## config.mk

```make
export PLATFORM = sky130hd
export DESIGN_NAME = manchester_tx_flat
export DESIGN_NICKNAME = d
export VERILOG_FILES = /design/src/rtl/manchester_tx_pkg.sv /design/src/rtl/manchester_tx_if.sv /design/src/rtl/manchester_halfbit_timer.sv /design/src/rtl/manchester_tx.sv /design/src/flat_wrapper.sv
export SDC_FILE = /design/constraint.sdc
export NUM_CORES = 1
export LEC_CHECK = 0
export BUFFER_PORTS_ARGS = -buffer_cell sky130_fd_sc_hd__buf_2
export CORE_UTILIZATION = 40
export CTS_CLUSTER_DIAMETER = 150
export DETAILED_ROUTE_END_ITERATION = 16
export HOLD_SLACK_MARGIN = 0.15
export PLACE_DENSITY = 0.57
export SYNTH_ARGS = -nofsm -noshare
export SYNTH_HDL_FRONTEND = slang
export SYNTH_HIERARCHICAL = 1
export SYNTH_SLANG_ARGS = --single-unit
```

## constraint.sdc

```tcl
create_clock -name clk -period 1.93 [get_ports clk]
set_input_delay 0.386 -clock clk [delete_from_list [all_inputs] [get_ports clk]]
set_output_delay 0.386 -clock clk [all_outputs]
set_load 0.05 [all_outputs]
```

## src/rtl/manchester_tx_pkg.sv

```systemverilog
// Shared definitions for the Manchester transmitter: FSM state encoding,
// minimum half-bit length and the effective-H helper.
// Optional feature macro: MANCHESTER_TX_PARITY_EN adds the PARITY state.
package manchester_tx_pkg;

  // Shortest legal half-bit in clocks; smaller requests are raised to this.
  localparam int unsigned MIN_HALF = 2;

`ifdef MANCHESTER_TX_PARITY_EN
  typedef enum logic [2:0] {
    ST_IDLE   = 3'd0,
    ST_SYNC   = 3'd1,
    ST_DATA   = 3'd2,
    ST_PARITY = 3'd3,
    ST_GAP    = 3'd4
  } tx_state_e;
`else
  typedef enum logic [1:0] {
    ST_IDLE = 2'd0,
    ST_SYNC = 2'd1,
    ST_DATA = 2'd2,
    ST_GAP  = 2'd3
  } tx_state_e;
`endif

  // Half-bit length actually used for a requested value.
  function automatic int unsigned eff_half(input int unsigned h);
    return (h < MIN_HALF) ? MIN_HALF : h;
  endfunction

endpackage

```

## src/rtl/manchester_tx_if.sv

```systemverilog
// Payload handshake channel of the Manchester transmitter.
// master: payload source; slave: transmitter.
interface manchester_tx_if #(
  parameter int unsigned DATA_W = 8,
  parameter int unsigned REF_W  = 4
);
  logic [REF_W-1:0]  halfPeriod;
  logic [DATA_W-1:0] txData;
  logic              txValid;
  logic              txReady;

  modport master (output halfPeriod, output txData, output txValid, input txReady);
  modport slave  (input halfPeriod, input txData, input txValid, output txReady);
endinterface

```

## src/rtl/manchester_halfbit_timer.sv

```systemverilog
// Half-bit timer: captures the effective H on load, then counts down and
// flags the last cycle of every half-bit (halfEnd) and the cycle before it
// (halfNear), reloading automatically while running.
module manchester_halfbit_timer
  import manchester_tx_pkg::*;
#(
  parameter int unsigned REF_W = 4
) (
  input  logic             clk,
  input  logic             globalReset,
  input  logic             i_load,
  input  logic             i_run,
  input  logic [REF_W-1:0] i_halfPeriod,
  output logic             o_halfEnd,
  output logic             o_halfNear
);

  localparam logic [REF_W-1:0] ONE = REF_W'(1);

  logic [REF_W-1:0] r_h;
  logic [REF_W-1:0] r_cnt;
  logic [REF_W-1:0] w_hEff;

  assign w_hEff = REF_W'(eff_half(32'(i_halfPeriod)));

  // Load on accept, otherwise count down and reload at the end of each half.
  always_ff @(posedge clk) begin
    if (globalReset) begin
      r_h   <= '0;
      r_cnt <= '0;
    end else if (i_load) begin
      r_h   <= w_hEff;
      r_cnt <= w_hEff - ONE;
    end else if (i_run) begin
      if (r_cnt == '0) r_cnt <= r_h - ONE;
      else             r_cnt <= r_cnt - ONE;
    end
  end

  assign o_halfEnd  = i_run && (r_cnt == '0);
  assign o_halfNear = i_run && (r_cnt == ONE);

endmodule

```

## src/rtl/manchester_tx.sv

```systemverilog
// Manchester transmitter: one low-high sync bit, DATA_W payload bits MSB
// first (0 = low/high, 1 = high/low), optional even-parity bit, then a
// forced-low gap of IDLE_BITS bit-times ending with a frameDone pulse.
// Optional feature macro: MANCHESTER_TX_PARITY_EN.
module manchester_tx
  import manchester_tx_pkg::*;
#(
  parameter int unsigned DATA_W    = 8,
  parameter int unsigned REF_W     = 4,
  parameter int unsigned IDLE_BITS = 2
) (
  input  logic            clk,
  input  logic            globalReset,
  manchester_tx_if.slave  tx,
  output logic            manOut,
  output logic            busy,
  output logic            frameDone
);

  localparam int unsigned BIT_W      = $clog2(DATA_W + 1);
  localparam int unsigned GAP_HALVES = 2 * IDLE_BITS;
  localparam int unsigned GAP_W      = $clog2(GAP_HALVES + 1);

  localparam logic [BIT_W-1:0] LAST_BIT = BIT_W'(DATA_W - 1);
  localparam logic [BIT_W-1:0] BIT_ONE  = BIT_W'(1);
  localparam logic [GAP_W-1:0] LAST_GAP = GAP_W'(GAP_HALVES - 1);
  localparam logic [GAP_W-1:0] GAP_ONE  = GAP_W'(1);

  tx_state_e         r_state;
  logic              r_manOut;
  logic              r_busy;
  logic              r_frameDone;
  logic              r_half;
  logic [DATA_W-1:0] r_shift;
  logic [BIT_W-1:0]  r_bitCnt;
  logic [GAP_W-1:0]  r_gapCnt;
`ifdef MANCHESTER_TX_PARITY_EN
  logic              r_parity;
`endif

  logic [DATA_W-1:0] w_shiftNext;
  logic              w_accept;
  logic              w_halfEnd;
  logic              w_halfNear;

  // Ready is the IDLE state masked by reset, so it is low throughout reset
  // yet already high in the first cycle after reset is released.
  assign tx.txReady  = (r_state == ST_IDLE) && !globalReset;
  assign w_accept    = tx.txValid && tx.txReady;
  assign w_shiftNext = r_shift << 1;

  manchester_halfbit_timer #(
    .REF_W (REF_W)
  ) u_timer (
    .clk          (clk),
    .globalReset  (globalReset),
    .i_load       (w_accept),
    .i_run        (r_busy),
    .i_halfPeriod (tx.halfPeriod),
    .o_halfEnd    (w_halfEnd),
    .o_halfNear   (w_halfNear)
  );

  // Frame sequencer with registered line, busy and frameDone outputs.
  always_ff @(posedge clk) begin
    if (globalReset) begin
      r_state     <= ST_IDLE;
      r_manOut    <= 1'b0;
      r_busy      <= 1'b0;
      r_frameDone <= 1'b0;
      r_half      <= 1'b0;
      r_shift     <= '0;
      r_bitCnt    <= '0;
      r_gapCnt    <= '0;
`ifdef MANCHESTER_TX_PARITY_EN
      r_parity    <= 1'b0;
`endif
    end else begin
      r_frameDone <= 1'b0;
      case (r_state)
        ST_IDLE: begin
          r_manOut <= 1'b0;
          r_busy   <= 1'b0;
          r_half   <= 1'b0;
          if (w_accept) begin
            r_state  <= ST_SYNC;
            r_busy   <= 1'b1;
            r_shift  <= tx.txData;
            r_bitCnt <= '0;
`ifdef MANCHESTER_TX_PARITY_EN
            r_parity <= ^tx.txData;
`endif
          end
        end

        ST_SYNC: begin
          if (w_halfEnd) begin
            if (!r_half) begin
              r_half   <= 1'b1;
              r_manOut <= 1'b1;
            end else begin
              r_half   <= 1'b0;
              r_manOut <= r_shift[DATA_W-1];
              r_state  <= ST_DATA;
            end
          end
        end

        ST_DATA: begin
          if (w_halfEnd) begin
            if (!r_half) begin
              r_half   <= 1'b1;
              r_manOut <= ~r_shift[DATA_W-1];
            end else begin
              r_half <= 1'b0;
              if (r_bitCnt == LAST_BIT) begin
`ifdef MANCHESTER_TX_PARITY_EN
                r_state  <= ST_PARITY;
                r_manOut <= r_parity;
`else
                r_state  <= ST_GAP;
                r_manOut <= 1'b0;
                r_gapCnt <= '0;
`endif
              end else begin
                r_shift  <= w_shiftNext;
                r_bitCnt <= r_bitCnt + BIT_ONE;
                r_manOut <= w_shiftNext[DATA_W-1];
              end
            end
          end
        end

`ifdef MANCHESTER_TX_PARITY_EN
        ST_PARITY: begin
          if (w_halfEnd) begin
            if (!r_half) begin
              r_half   <= 1'b1;
              r_manOut <= ~r_parity;
            end else begin
              r_half   <= 1'b0;
              r_state  <= ST_GAP;
              r_manOut <= 1'b0;
              r_gapCnt <= '0;
            end
          end
        end
`endif

        ST_GAP: begin
          r_manOut <= 1'b0;
          // Raised one cycle early so the registered pulse lands on the
          // final gap cycle.
          if (w_halfNear && (r_gapCnt == LAST_GAP)) r_frameDone <= 1'b1;
          if (w_halfEnd) begin
            if (r_gapCnt == LAST_GAP) begin
              r_state  <= ST_IDLE;
              r_busy   <= 1'b0;
              r_gapCnt <= '0;
            end else begin
              r_gapCnt <= r_gapCnt + GAP_ONE;
            end
          end
        end

        default: begin
          r_state  <= ST_IDLE;
          r_manOut <= 1'b0;
          r_busy   <= 1'b0;
        end
      endcase
    end
  end

  assign manOut    = r_manOut;
  assign busy      = r_busy;
  assign frameDone = r_frameDone;

endmodule

```

## src/flat_wrapper.sv

```systemverilog
// flat-port wrapper written by rule: the top's interface ports become plain ports
module manchester_tx_flat import manchester_tx_pkg::*;
#(
  parameter int unsigned DATA_W    = 8,
  parameter int unsigned REF_W     = 4,
  parameter int unsigned IDLE_BITS = 2
)
  (clk, globalReset, manOut, busy, frameDone, tx_halfPeriod, tx_txData, tx_txValid, tx_txReady);
  manchester_tx_if #(.DATA_W(DATA_W), .REF_W(REF_W)) tx_i ();
  input  logic clk;
  input  logic globalReset;
  output logic manOut;
  output logic busy;
  output logic frameDone;
  input wire logic [$bits(tx_i.halfPeriod)-1:0] tx_halfPeriod;
  input wire logic [$bits(tx_i.txData)-1:0] tx_txData;
  input wire logic [$bits(tx_i.txValid)-1:0] tx_txValid;
  output wire logic [$bits(tx_i.txReady)-1:0] tx_txReady;
  assign tx_i.halfPeriod = tx_halfPeriod;
  assign tx_i.txData = tx_txData;
  assign tx_i.txValid = tx_txValid;
  assign tx_txReady = tx_i.txReady;
  manchester_tx #(.DATA_W(DATA_W), .REF_W(REF_W), .IDLE_BITS(IDLE_BITS)) u_core (.clk(clk), .globalReset(globalReset), .tx(tx_i), .manOut(manOut), .busy(busy), .frameDone(frameDone));
endmodule
```

After elaboration in Yosys (flattened, before gate mapping):

Index checks and enable logic that the tools add are counted.

* logic and storage cells: 99
* bits in latches: 0
* memories kept: 0
* output and inout port bits: 4
* register bits: 29
* ROM bits: 0
* bits in writable memories: 0
* input bits: 15

* shifts and indexed selects: 0
* $add $sub $neg: 5
* multiply operators: 0
* muxes and demuxes: 43
* equality and inequality tests: 16
* reductions and logical operators: 22
* $lt $le $gt $ge: 1
* div/mod/pow operators: 0
* bitwise logic cells: 2

Operators with widths (count)
* $mux W4: 8
* $mux W8: 4
* $mux W2: 8
* $pmux W8 S2: 1
* $mux W3: 5
* $sub A4 B1 Y4 const B: 3
* $mux W1: 11
* $ne A2 B1 Y1 const B: 5
* $ne A2 B2 Y1 const B: 5
* $reduce_and A5 Y1: 2
* $reduce_bool A2 Y1: 5
* $pmux W2 S4: 1
* $pmux W4 S2: 1
* $reduce_and A8 Y1: 1
* $pmux W3 S2: 1
* $reduce_or A2 Y1: 3
* $logic_and A1 B1 Y1: 5
* $add A4 B1 Y4 const B: 1
* $eq A2 B2 Y1 const B: 2
* $eq A4 B1 Y1 const B: 1
* $eq A4 B3 Y1 const B: 1
* $logic_not A4 Y1: 1
* $lt A4 B2 Y1 const B: 1
* $pmux W1 S2: 2
* other kinds (9): 11

Depth between registers and ports, before layout:

Gate-level depths: netlist of run 1.

* depth after elaboration: 5
* gate-level depth with buffers: 9
* depth with buffers taken out: 8

Hierarchy:

The synthesis of run 1 kept the hierarchy.

By module, submodules not included
* manchester_tx: area an instance 1176.1 um^2, cells an instance 126, instances 1, sequential area each 420.4 um^2
* manchester_halfbit_timer: area an instance 520.5 um^2, cells an instance 62, instances 1, sequential area each 160.2 um^2

Worst setup path before layout of run 1:

OpenSTA, ideal clock, no wires.

* path type: flip-flop to flip-flop
* start: register u_core.r_state[0]
* end: register u_core.u_timer.r_cnt[2]
* cell stages (with the launch flop): 9
* slack: -517 ps
* setup time: 86 ps
* clock period less this slack: 2447 ps
* arrival time: 2361 ps
* buffers on the path: 1
* data required time: 1844 ps
* cells stage by stage: dfxtp_1 inv_1 ha_1 inv_1 nor2_1 and2_1 buf_2 a21oi_1 a221oi_2

* word-level cells in the longest chain between the ends: 4
* elaborated cells between the ends (all ways): 5
* those cells by class: mux (1); reduce/logical (4)

Ends and longest elaborated chain
* start, declared: RTL line manchester_tx.sv:29 `tx_state_e r_state;`
* start signal, assigned: RTL line manchester_tx.sv:67 `r_state <= ST_IDLE;`
* start signal, assigned: RTL line manchester_tx.sv:86 `r_state <= ST_SYNC;`
* start signal, assigned: RTL line manchester_tx.sv:104 `r_state <= ST_DATA;`
* $logic_not A2 Y1 *: RTL line manchester_tx.sv:48 `assign tx.txReady = (r_state == ST_IDLE) && !globalReset;`
* $logic_and A1 B1 Y1 *: RTL line manchester_tx.sv:48
* named net tx_txReady: RTL line flat_wrapper.sv:18 `output wire logic [$bits(tx_i.txReady)-1:0] tx_txReady;`
* $logic_and A1 B1 Y1 *: RTL line manchester_tx.sv:49 `assign w_accept = tx.txValid && tx.txReady;`
* named net u_core.w_accept: RTL line manchester_tx.sv:42 `logic w_accept;`
* $mux W4 or $reduce_bool A2 Y1 (tied branches)
* end signal, assigned: RTL line manchester_halfbit_timer.sv:33 `r_cnt <= w_hEff - ONE;`
* end signal, assigned: RTL line manchester_halfbit_timer.sv:35 `if (r_cnt == '0) r_cnt <= r_h - ONE;`
* end signal, assigned: RTL line manchester_halfbit_timer.sv:36 `else r_cnt <= r_cnt - ONE;`
* end, declared: RTL line manchester_halfbit_timer.sv:21 `logic [REF_W-1:0] r_cnt;`

The timed path passes the listed nets; every way through them passes the cells marked *.
A chain may end at the register's enable or synchronous reset.

Final worst setup path of run 1:

* start: register u_core.u_timer.r_cnt[0]
* end: register u_core.r_bitCnt[2]

* word-level cells in the longest chain between the ends: 4

Ends and longest elaborated chain
* $logic_not A4 Y1: RTL line manchester_halfbit_timer.sv:40 `assign o_halfEnd = i_run && (r_cnt == '0);`
* $logic_and A1 B1 Y1: RTL line manchester_halfbit_timer.sv:40
* named net u_core.w_halfEnd: RTL line manchester_tx.sv:43 `logic w_halfEnd;`
* $ne A2 B2 Y1 (no source line)
* $reduce_and A5 Y1 (no source line)
* end signal, assigned: RTL line manchester_tx.sv:127 `r_bitCnt <= r_bitCnt + BIT_ONE;`
* end, declared: RTL line manchester_tx.sv:35 `logic [BIT_W-1:0] r_bitCnt;`

The timed path passes the listed nets, and every way through them passes these cells.

==> impl_metrics.env, run 1 <==
export IMPL_run_status="finished, final reports clean"
export IMPL_r2r_start="u_core/u_timer/r_cnt[0]$_SDFFE_PP0P_"
export IMPL_final_antenna_net_count=0
export IMPL_worst_endpoint_required_ns=2.13
export IMPL_fin_worst_skew_ns=0.00693
export IMPL_ys_ff_latch=29
export IMPL_clk_pin_slew_ns=0.07
export IMPL_number_of_flops_mapped_to_enable_cells_by_yosys=0
export IMPL_nNetsFinal=249
export IMPL_grt_antenna_before_repair=0
export IMPL_critPathMaxFanout=4
export IMPL_ioPinCount=19
export IMPL_p_sw_uw=1060
export IMPL_clock_tree_root_cell="clkbuf_8"
export IMPL_finalMaxSlewViolations=0
export IMPL_track_usage_pct=17.8
export IMPL_timing_hold_violations_final=0
export IMPL_fraction_of_registers_with_async_set_or_reset_after_synthesis_pct=0
export IMPL_cts_buffers_inserted=5
export IMPL_dpl_cells=261
export IMPL_final_cell_count_no_fill=273
export IMPL_pin_count_of_the_biggest_net_entering_global_routing=30
export IMPL_power_switching_share_pct=38.1
export IMPL_worstRegToRegCells=8
export IMPL_timing_final_setup_violations=0
export IMPL_sequential_area_share_after_synthesis_pct=34.2
export IMPL_number_of_standard_cells_after_synthesis=188
export IMPL_maximum_level_of_the_cts_h_tree=2
export IMPL_r2r_slack_ns=0.06
export IMPL_route_final_wire_length_mm=3.69
export IMPL_share_clk_of_total_power_pct=19.5
export IMPL_flow_area_growth_from_synthesis_pct=22.7
export IMPL_fraction_of_layout_cells_with_a_size_suffix_above_1_pct=26.9
export IMPL_detail_route_first_pass_iterations=4
export IMPL_final_cycle_utilization_of_the_critical_path_pct=97.1
export IMPL_end_kind="register"
export IMPL_synth_cell_area_sq_um=1700
export IMPL_measured_slew_at_the_worst_slew_check_pin_ns=0.396
export IMPL_floorplan_initialDensity_pct=42.1
export IMPL_port_buffers=18
export IMPL_postSynth_topFlopCell="dfxtp_1"
export IMPL_power_frac_comb_pct=49.8
export IMPL_die_w_um=67.1
export IMPL_insertion_delay_ns=0.27
export IMPL_finalCoreUtilization_pct=51.7
export IMPL_cts_root_to_sink_buffers=2
export IMPL_synth_nets=215
export IMPL_place_detailed_hpwl_mm=2.71
export IMPL_per_cell_routed_wire_length_um=13.5
export IMPL_worst_hold_path_num_cells=2
export IMPL_routed_via_count=1435
export IMPL_power_density_cell_area_nw_per_um2=1340
export IMPL_clock_tree_from_tritoncts="yes"
export IMPL_seq_power_share_pct=30.8
export IMPL_dp_worst_setup_slack_ns=0.0275
export IMPL_fmax_ghz=0.534
export IMPL_worstHoldEndpoint="u_core/r_half$_SDFFE_PP0P_"
export IMPL_gp_routability_congestion=0.766
export IMPL_crit_type="register to register"
export IMPL_core_region_area_sq_um=4030
export IMPL_timing_final_ws_setup_ns=0.0561
export IMPL_overflow=0
export IMPL_drc_errors=0
export IMPL_synth_distinct_cells=48
export IMPL_grt_setup_unrepaired="yes"
export IMPL_design_die_area_sq_um=4510
export IMPL_reg2reg_to="u_core/r_bitCnt[2]$_SDFFE_PP0P_"
export IMPL_cp_data_arrival_time_ns=2.07
export IMPL_synth_warning_count=6
export IMPL_antennaDiodeCount=0
export IMPL_worst_slew_margin_rel_pct=73.2
export IMPL_power_report_internal_total_uw=1720
export IMPL_die_y_um=67.1
export IMPL_row_count=23
export IMPL_cts_hold_buffers=0
export IMPL_hold_path_class="primary input to register"
export IMPL_crit_path_start_kind="register"
export IMPL_hold_path_origin="globalReset"
export IMPL_power_total_uw=2780
export IMPL_cts_sinks=29
export IMPL_cellLeakagePower_uw=0.000846
export IMPL_drt_iter0_markers=34
export IMPL_syn_avg_cell_area_sq_um=9.02
export IMPL_grt_pass1_vias=1396
export IMPL_worst_ir_drop_vdd_uv=672
export IMPL_grt_pass1_wl_mm=6.10
export IMPL_layout_min_cycle_time_ns=1.87
export IMPL_avgViaCountPerCell=5.26
export IMPL_max_cap_violations=0
## power by group through the flow
stage | Clock (uW) | Combinational (uW) | Sequential (uW)
global route | 592 | 1520 | 877
CTS | 558 | 1290 | 856
global placement | 0 | 1250 | 862
finish | 541 | 1380 | 856
floorplan | 0 | 943 | 892
detailed placement | 0 | 1280 | 869
## worst max path at each step
stage | slack [ns] | to | startpoint | depth (start not counted)
final | 0.06 | u_core/r_bitCnt[2]$_SDFFE_PP0P_ | u_core/u_timer/r_cnt[0]$_SDFFE_PP0P_ | 8
after global routing | -0.03 | u_core/r_bitCnt[2]$_SDFFE_PP0P_ | u_core/u_timer/r_cnt[1]$_SDFFE_PP0P_ | 8
after CTS | -0.002 | u_core/r_shift[3]$_SDFFE_PP0P_ | u_core/u_timer/r_cnt[0]$_SDFFE_PP0P_ | 9
after detailed placement | 0.03 | u_core/r_shift[3]$_SDFFE_PP0P_ | u_core/u_timer/r_cnt[0]$_SDFFE_PP0P_ | 9
after global placement | 0.09 | u_core/r_shift[3]$_SDFFE_PP0P_ | u_core/u_timer/r_cnt[0]$_SDFFE_PP0P_ | 9
after floorplan | 0.001 | u_core/u_timer/r_cnt[2]$_SDFFE_PP0P_ | u_core/r_state[0]$_SDFFE_PP0P_ | 8
## kinds of logic after synthesis
kind of cell | synth area share, %
buffers and inverters | 5.38
multiplexers | 9.44
AO/OA/AOI/OAI | 19.8
XOR/XNOR | 1.55
adder cells (fa/ha/maj) | 8.85
AND/OR/NAND/NOR | 20.8
flip-flops | 34.2
## sequential cells by signal (all words and copies together) (netlist names)
name	cells
u_core/r_shift	8
u_core/r_bitCnt	4
u_core/u_timer/r_cnt	4
u_core/u_timer/r_h	4
u_core/r_gapCnt	3
u_core/r_state	2
u_core/busy	1
u_core/frameDone	1
u_core/manOut	1
u_core/r_half	1
## cell type report
| type | count | area [sq um] |
|---|---|---|
| fillers | 404 | 1950 |
| multi-input cells | 139 | 1070 |
| flip-flops and latches | 29 | 584 |
| repair buffers | 33 | 210 |
| clock buffers | 7 | 96.3 |
| well taps | 50 | 62.6 |
| inverters | 14 | 52.6 |
| clock inverters | 1 | 5.00 |
## placed cells by master (no fill, tap or decap), types with 2 or more instances in the layout
cell type	n
a211o_1	2
dfxtp_1	26
xnor2_1	3
a31oi_1	3
inv_2	2
a211oi_2	2
o31ai_1	2
nand2_1	13
or3_1	3
a21oi_1	8
inv_1	12
nand2b_1	6
mux2i_1	16
ha_1	10
nand3_1	2
nor3_1	6
clkbuf_8	7
nor2_1	17
nand3b_1	3
buf_2	18
nor2b_1	2
buf_4	13
buf_6	2
o21ai_0	3
a211oi_1	7
dfxtp_2	3
## per-layer routing
layer	routed length, um	vias up	global-route usage, %
met4	25	0	5.85
met3	99	2	3.94
met1	1790	671	22.4
li1	-	746	-
met5	0	-	0
met2	1780	16	29.9
## worst max-delay path: stages, from the launching register on
cell and delay [ns]:
dfxtp_2 0.34, inv_2 0.08, ha_4 0.13, nor3b_4 0.19
and2_4 0.20, nand3_4 0.08, a221o_1 0.35, or3_1 0.32
a21boi_1 0.12
## cells in the mapped netlist (3+ instances only)
cell | n | share of area, %
nor3_1 | 6 | 1.8
nand3_1 | 3 | 0.88
a211oi_1 | 7 | 3.1
mux2i_1 | 16 | 9.4
a31oi_1 | 3 | 1.1
o21ai_0 | 4 | 1.2
inv_1 | 14 | 3.1
a21oi_1 | 8 | 2.4
or3_1 | 3 | 1.1
ha_1 | 12 | 8.8
nor2_1 | 19 | 4.2
xnor2_1 | 3 | 1.5
nand2b_1 | 6 | 2.2
nand3b_1 | 3 | 1.3
nand2_1 | 13 | 2.9
dfxtp_1 | 29 | 34
## metrics by stage
step	instance area, sq um	TNS [ns]	hold WS (ns)
floorplan	1740	0	0.436
global placement	1930	0	0.453
detailed placement	1930	0	0.460
CTS	2030	-0.00174	0.354
global route	2080	-0.0598	0.352
finish	2080	0	0.360
## what timing repair did
| item | in CTS | in global routing |
|---|---|---|
| buffers inserted | 0 | 4 |
| gates cloned | 0 | 0 |
| pin swaps | 0 | 4 |
| resized for setup | 0 | 4 |
| setup endpoints to repair | 1 | 10 |
| hold endpoints to repair | 0 | 0 |
(Power assumes the default switching activity.)
==> run 2: changes to the inputs <==
--- a/config.mk
+++ b/config.mk
@@ -5,6 +5,7 @@
 export SDC_FILE = /design/constraint.sdc
 export NUM_CORES = 1
 export LEC_CHECK = 0
+export ABC_AREA = 1
 export BUFFER_PORTS_ARGS = -buffer_cell sky130_fd_sc_hd__buf_2
 export CORE_UTILIZATION = 40
 export CTS_CLUSTER_DIAMETER = 150
==> impl_metrics.env, run 2 <==
export IMPL_cts_root_to_sink_buffers=2
export IMPL_end_kind="output pin"
export IMPL_route_final_wire_length_mm=4.00
export IMPL_share_clk_of_total_power_pct=24.3
export IMPL_worst_ir_drop_vdd_uv=587
export IMPL_routed_via_count=1724
export IMPL_clk_pin_slew_ns=0.06
export IMPL_critPathMaxFanout=5
export IMPL_crit_path_start_kind="register"
export IMPL_antennaDiodeCount=0
export IMPL_syn_avg_cell_area_sq_um=6.59
export IMPL_fin_setup_tns_ns=0
export IMPL_port_buffers=18
export IMPL_power_switching_share_pct=41.1
export IMPL_final_antenna_net_count=0
export IMPL_synth_top_area_share_pct=31.5
export IMPL_synth_distinct_cells=32
export IMPL_design_die_area_sq_um=4890
export IMPL_timing_hold_violations_final=0
export IMPL_dp_worst_setup_slack_ns=0.0264
export IMPL_power_report_internal_total_uw=1600
export IMPL_power_frac_comb_pct=45.3
export IMPL_cts_setup_buffers=0
export IMPL_measured_slew_at_the_worst_slew_check_pin_ns=0.372
export IMPL_max_flop_register="u_core/r_shift"
export IMPL_grt_pass1_wl_mm=7.02
export IMPL_synth_cells_most_frequent="74 x nand2_1, 45 x nor2_1, 29 x dfxtp_1, 29 x inv_1, 17 x o21ai_0"
export IMPL_detail_route_first_pass_iterations=4
export IMPL_flow_area_growth_from_synthesis_pct=15.1
export IMPL_pin_count_of_the_biggest_net_entering_global_routing=17
export IMPL_cp_data_arrival_time_ns=1.41
export IMPL_per_cell_routed_wire_length_um=11.2
export IMPL_max_cap_violations=0
export IMPL_worst_slew_margin_rel_pct=75.2
export IMPL_grt_pass1_vias=1581
export IMPL_ioPinCount=19
export IMPL_ys_ff_latch=29
export IMPL_ys_top_cells_by_area="dfxtp_1 31%, nand2_1 15%, nor2_1 9.2%, ha_1 8.1%, inv_1 5.9%"
export IMPL_fmax_ghz=0.558
export IMPL_seq_power_share_pct=30.3
export IMPL_number_of_standard_cells_after_synthesis=280
export IMPL_synth_cell_area_sq_um=1850
export IMPL_final_cycle_utilization_of_the_critical_path_pct=92.8
export IMPL_sequential_area_share_after_synthesis_pct=31.5
export IMPL_synth_warning_count=6
export IMPL_gp_routability_congestion=0.773
export IMPL_grt_antenna_before_repair=0
export IMPL_die_w_um=69.9
export IMPL_timing_final_ws_setup_ns=0.138
export IMPL_synth_top_cell_by_area="dfxtp_1"
export IMPL_cts_sinks=29
export IMPL_layout_common_cells="74 x nand2_1, 44 x nor2_1, 29 x dfxtp_1"
export IMPL_p_sw_uw=1120
export IMPL_fillCellCount=449
export IMPL_layout_min_cycle_time_ns=1.79
export IMPL_cts_buffers_inserted=5
export IMPL_fraction_of_layout_cells_with_a_size_suffix_above_1_pct=19.9
export IMPL_crit_type="register to output pin"
export IMPL_number_of_flops_mapped_to_enable_cells_by_yosys=0
export IMPL_maximum_level_of_the_cts_h_tree=2
export IMPL_power_density_cell_area_nw_per_um2=1280
export IMPL_run_status="finished, final reports clean"
export IMPL_worst_endpoint_required_ns=1.54
export IMPL_place_detailed_hpwl_mm=2.97
export IMPL_avgViaCountPerCell=4.82
export IMPL_fin_worst_skew_ns=0.0100
export IMPL_clock_tree_root_cell="clkbuf_8"
export IMPL_drt_iter0_markers=64
export IMPL_synth_nets=307
export IMPL_layout_commonest_cell="nand2_1"
export IMPL_hold_ws_ns=0.398
export IMPL_final_cell_count_no_fill=358
export IMPL_timing_final_setup_violations=0
export IMPL_postSynth_topFlopCell="dfxtp_1"
export IMPL_cellLeakagePower_uw=0.00100
export IMPL_die_y_um=69.9
export IMPL_overflow=0
export IMPL_grt_setup_unrepaired="no"
export IMPL_insertion_delay_ns=0.28
export IMPL_drc_errors=0
export IMPL_nNetsFinal=332
export IMPL_core_region_area_sq_um=4380
export IMPL_clock_tree_from_tritoncts="yes"
export IMPL_finalCoreUtilization_pct=48.4
export IMPL_floorplan_initialDensity_pct=42.1
export IMPL_hold_path_class="primary input to register"
export IMPL_finalMaxSlewViolations=0
export IMPL_dpl_cells=350
export IMPL_row_count=24
export IMPL_track_usage_pct=17.9
export IMPL_largest_register_ffs=8
export IMPL_cell_with_the_most_instances_after_synthesis="nand2_1"
export IMPL_fraction_of_registers_with_async_set_or_reset_after_synthesis_pct=0
-- run 2: changes by cell type after synthesis, sizes merged, moves of 3 or more --
cell	delta
buf	+3
nand2b	-7
o21ai	+15
a21oi	+11
nor2	+34
mux2i	-16
nand3	+13
nor3	-5
a211oi	-9
a221oi	-3
or3	-3
inv	+18
nand2	+68
-- run 2: cell type report --
| type | instances | area (sq um) | share of cell area (%) |
|---|---|---|---|
| clock buffer | 7 | 86.3 | 4.07 |
| clock inverter | 1 | 30.0 | 1.41 |
| inverter | 33 | 128 | 6.01 |
| multi-input combinational | 211 | 1090 | 51.3 |
| sequential | 29 | 581 | 27.3 |
| tap | 52 | 65.1 | 3.06 |
| timing repair buffer | 25 | 145 | 6.84 |
-- run 2: final timing paths --
| check | startpoint | endpoint | slack (ns) | depth (start not counted) |
|---|---|---|---|---|
| worst max-delay path | u_core/r_state[1]$_SDFFE_PP0P_ | tx_txReady | 0.14 | 5 |
| worst min-delay path | tx_halfPeriod[2] | u_core/u_timer/r_h[2]$_SDFFE_PP0P_ | 0.40 | 3 |
| worst max register to register | u_core/u_timer/r_cnt[0]$_SDFFE_PP0P_ | u_core/r_shift[7]$_SDFFE_PP0P_ | 0.18 | 11 |
| worst min register to register | u_core/r_gapCnt[2]$_SDFFE_PP0P_ | u_core/r_gapCnt[2]$_SDFFE_PP0P_ | 0.45 | 2 |
-- run 2: routing by layer --
metal	GRT usage (%)	part of all wire, %
met3	4.33	3.0
met4	6.00	1.4
met1	23.2	52
met5	0	0
met2	29.1	44
-- run 2: repair_timing --
item / 4_1_cts / 5_1_grt
hold buffers: 0 / 0
setup endpoints to repair: 0 / 15
gates resized for setup: 0 / 4
-- run 2: power by group through the flow --
stage | clock, uW | sequential [uW] | combinational [uW]
4_1_cts | 678 | 824 | 1220
3_3_place_gp | 0 | 837 | 1210
3_5_place_dp | 0 | 836 | 1210
5_1_grt | 704 | 844 | 1400
2_1_floorplan | 0 | 856 | 941
6_report | 661 | 824 | 1230
-- run 2: critical path: stages (launching register included) --
cell,delay (ns)
dfxtp_1,0.34
inv_1,0.13
ha_1,0.25
inv_2,0.09
nor2_1,0.10
clkbuf_4,0.23
-- run 2: cell families (layout without fill, tap and decap cells) --
family / after synthesis / count (layout) / share of synthesized area [%]
AOI/OAI and AO/OA: 42 / 42 / 13.4
adders and majority gates: 12 / 12 / 8.14
buffers and inverters: 40 / 66 / 9.97
xor gates and xnor gates: 2 / 2 / 0.949
DFF: 29 / 29 / 31.5
and+or+nand+nor: 155 / 155 / 36.1
-- run 2: stage by stage --
| stage | instance area, sq um | total power [uW] |
|---|---|---|
| 2_1_floorplan | 1850 | 1800 |
| 3_3_place_gp | 2000 | 2050 |
| 3_5_place_dp | 2000 | 2050 |
| 4_1_cts | 2110 | 2720 |
| 5_1_grt | 2120 | 2950 |
| 6_report | 2120 | 2720 |
==> run 3: changes to the inputs <==
--- a/config.mk
+++ b/config.mk
@@ -11,7 +11,6 @@
 export CTS_CLUSTER_DIAMETER = 150
 export DETAILED_ROUTE_END_ITERATION = 16
 export HOLD_SLACK_MARGIN = 0.15
-export PLACE_DENSITY = 0.57
 export SYNTH_ARGS = -nofsm -noshare
 export SYNTH_HDL_FRONTEND = slang
 export SYNTH_HIERARCHICAL = 1
==> impl_metrics.env, run 3 (synthesis gave the netlist of run 2 again) <==
export IMPL_run_status="finished, final reports clean"
export IMPL_fillCellCount=465
export IMPL_core_region_area_sq_um=4380
export IMPL_cts_sinks=29
export IMPL_drt_iter0_markers=41
export IMPL_worst_hold_path_num_cells=3
export IMPL_cp_data_arrival_time_ns=1.44
export IMPL_gp_routability_congestion=0.803
export IMPL_cts_hold_buffers=0
export IMPL_fin_area_sq_um=2130
export IMPL_largest_register_ffs=8
export IMPL_track_usage_pct=18.9
export IMPL_critPathMaxFanout=5
export IMPL_overflow=0
export IMPL_placed_standard_cell_area_sq_um=2010
export IMPL_cts_root_to_sink_buffers=2
export IMPL_drc_errors=0
export IMPL_grt_pass1_wl_mm=7.45
export IMPL_port_buffers=18
export IMPL_cts_setup_buffers=0
export IMPL_maximum_level_of_the_cts_h_tree=2
export IMPL_flow_area_growth_from_synthesis_pct=15.6
export IMPL_power_density_cell_area_nw_per_um2=1260
export IMPL_timing_final_setup_violations=0
export IMPL_cellLeakagePower_uw=0.00101
export IMPL_groute_layer_met2_usage_pct=30.7
export IMPL_worst_ir_drop_vdd_uv=512
export IMPL_per_cell_routed_wire_length_um=11.2
export IMPL_crit_path_start_kind="register"
export IMPL_timing_final_ws_setup_ns=0.105
export IMPL_measured_slew_at_the_worst_slew_check_pin_ns=0.257
export IMPL_fmax_ghz=0.548
export IMPL_grt_antenna_before_repair=0
export IMPL_worst_endpoint_required_ns=1.54
export IMPL_layout_commonest_cell="nand2_1"
export IMPL_ioPinCount=19
export IMPL_fin_worst_skew_ns=0.00350
export IMPL_clock_tree_from_tritoncts="yes"
export IMPL_final_cycle_utilization_of_the_critical_path_pct=94.6
export IMPL_end_kind="output pin"
export IMPL_detail_route_first_pass_iterations=4
export IMPL_met1_usage_pct=24.1
export IMPL_fin_setup_tns_ns=0
export IMPL_pin_count_of_the_biggest_net_entering_global_routing=17
export IMPL_cts_buffers_inserted=5
export IMPL_busiest_layer="met2"
export IMPL_insertion_delay_ns=0.28
export IMPL_grt_pass1_vias=1693
export IMPL_grt_util_met3_pct=4.62
export IMPL_dp_worst_setup_slack_ns=0.112
export IMPL_max_cap_violations=0
export IMPL_die_w_um=69.9
export IMPL_row_count=24
export IMPL_clock_tree_root_cell="clkbuf_8"
export IMPL_route_final_wire_length_mm=4.01
export IMPL_routed_via_count=1724
export IMPL_fraction_of_layout_cells_with_a_size_suffix_above_1_pct=20.5
export IMPL_finalMaxSlewViolations=0
export IMPL_final_antenna_net_count=0
export IMPL_power_total_uw=2690
export IMPL_crit_type="register to output pin"
export IMPL_worst_slew_margin_rel_pct=82.8
export IMPL_hold_ws_ns=0.405
export IMPL_worstRegToRegCells=10
export IMPL_clk_pin_slew_ns=0.06
export IMPL_hold_path_class="primary input to register"
export IMPL_timing_hold_violations_final=0
export IMPL_max_flop_register="u_core/r_shift"
export IMPL_design_die_area_sq_um=4890
export IMPL_floorplan_initialDensity_pct=42.1
export IMPL_nNetsFinal=334
export IMPL_die_y_um=69.9
export IMPL_layout_common_cells="74 x nand2_1, 44 x nor2_1, 29 x inv_1, 29 x dfxtp_1, 17 x buf_2"
export IMPL_grt_setup_unrepaired="no"
export IMPL_avgViaCountPerCell=4.80
export IMPL_antennaDiodeCount=0
export IMPL_layout_min_cycle_time_ns=1.83
export IMPL_place_detailed_hpwl_mm=3.05
## run 3: metrics by stage
stage               instances  utilization (%)
floorplan                 280                -
global placement          352             45.9
detailed placement        352             45.9
CTS                       359             48.3
global route              359             48.7
finish                    359             48.7
## run 3: layer usage
layer	part of all wire [%]	wire, um	vias up
met4	1.5	59	0
li1	-	-	933
met2	45	1800	22
met3	3.1	124	6
met1	50	2020	763
met5	0	0	-
## run 3: worst max-delay path, stage by stage (launching register included)
cell     delay, ns
dfxtp_1       0.34
inv_1         0.13
ha_2          0.23
inv_1         0.10
nor2_1        0.14
buf_4         0.22
## run 3: area by class of cell
type | instances | area [sq um] | share of cell area, %
clock buffers | 5 | 68.8 | 3.23
clock inverters | 2 | 35.0 | 1.64
inverters | 33 | 128 | 5.98
multi-input cells | 211 | 1100 | 51.4
flip-flops and latches | 29 | 581 | 27.2
well taps | 52 | 65.1 | 3.05
repair buffers | 27 | 160 | 7.51
## run 3: final timing paths
kind | from | to | slack [ns]
min | tx_txData[0] | u_core/r_shift[0]$_SDFFE_PP0P_ | 0.40
max reg2reg | u_core/r_state[1]$_SDFFE_PP0P_ | u_core/u_timer/r_cnt[0]$_SDFFE_PP0P_ | 0.19
max | u_core/r_state[1]$_SDFFE_PP0P_ | tx_txReady | 0.10
min reg2reg | u_core/r_gapCnt[2]$_SDFFE_PP0P_ | u_core/r_gapCnt[2]$_SDFFE_PP0P_ | 0.46
## run 3: timing repair
| action | in CTS | in global routing |
|---|---|---|
| setup endpoints to repair | 0 | 8 |
| endpoints found under the hold margin | 0 | 0 |
| gates resized for setup | 0 | 7 |
## run 3: report_power, final
group,internal (uW),total [uW],switching [uW]
registers,728,823,94.8
clock network,375,609,235
logic,466,1260,796
total,1570,2690,1130
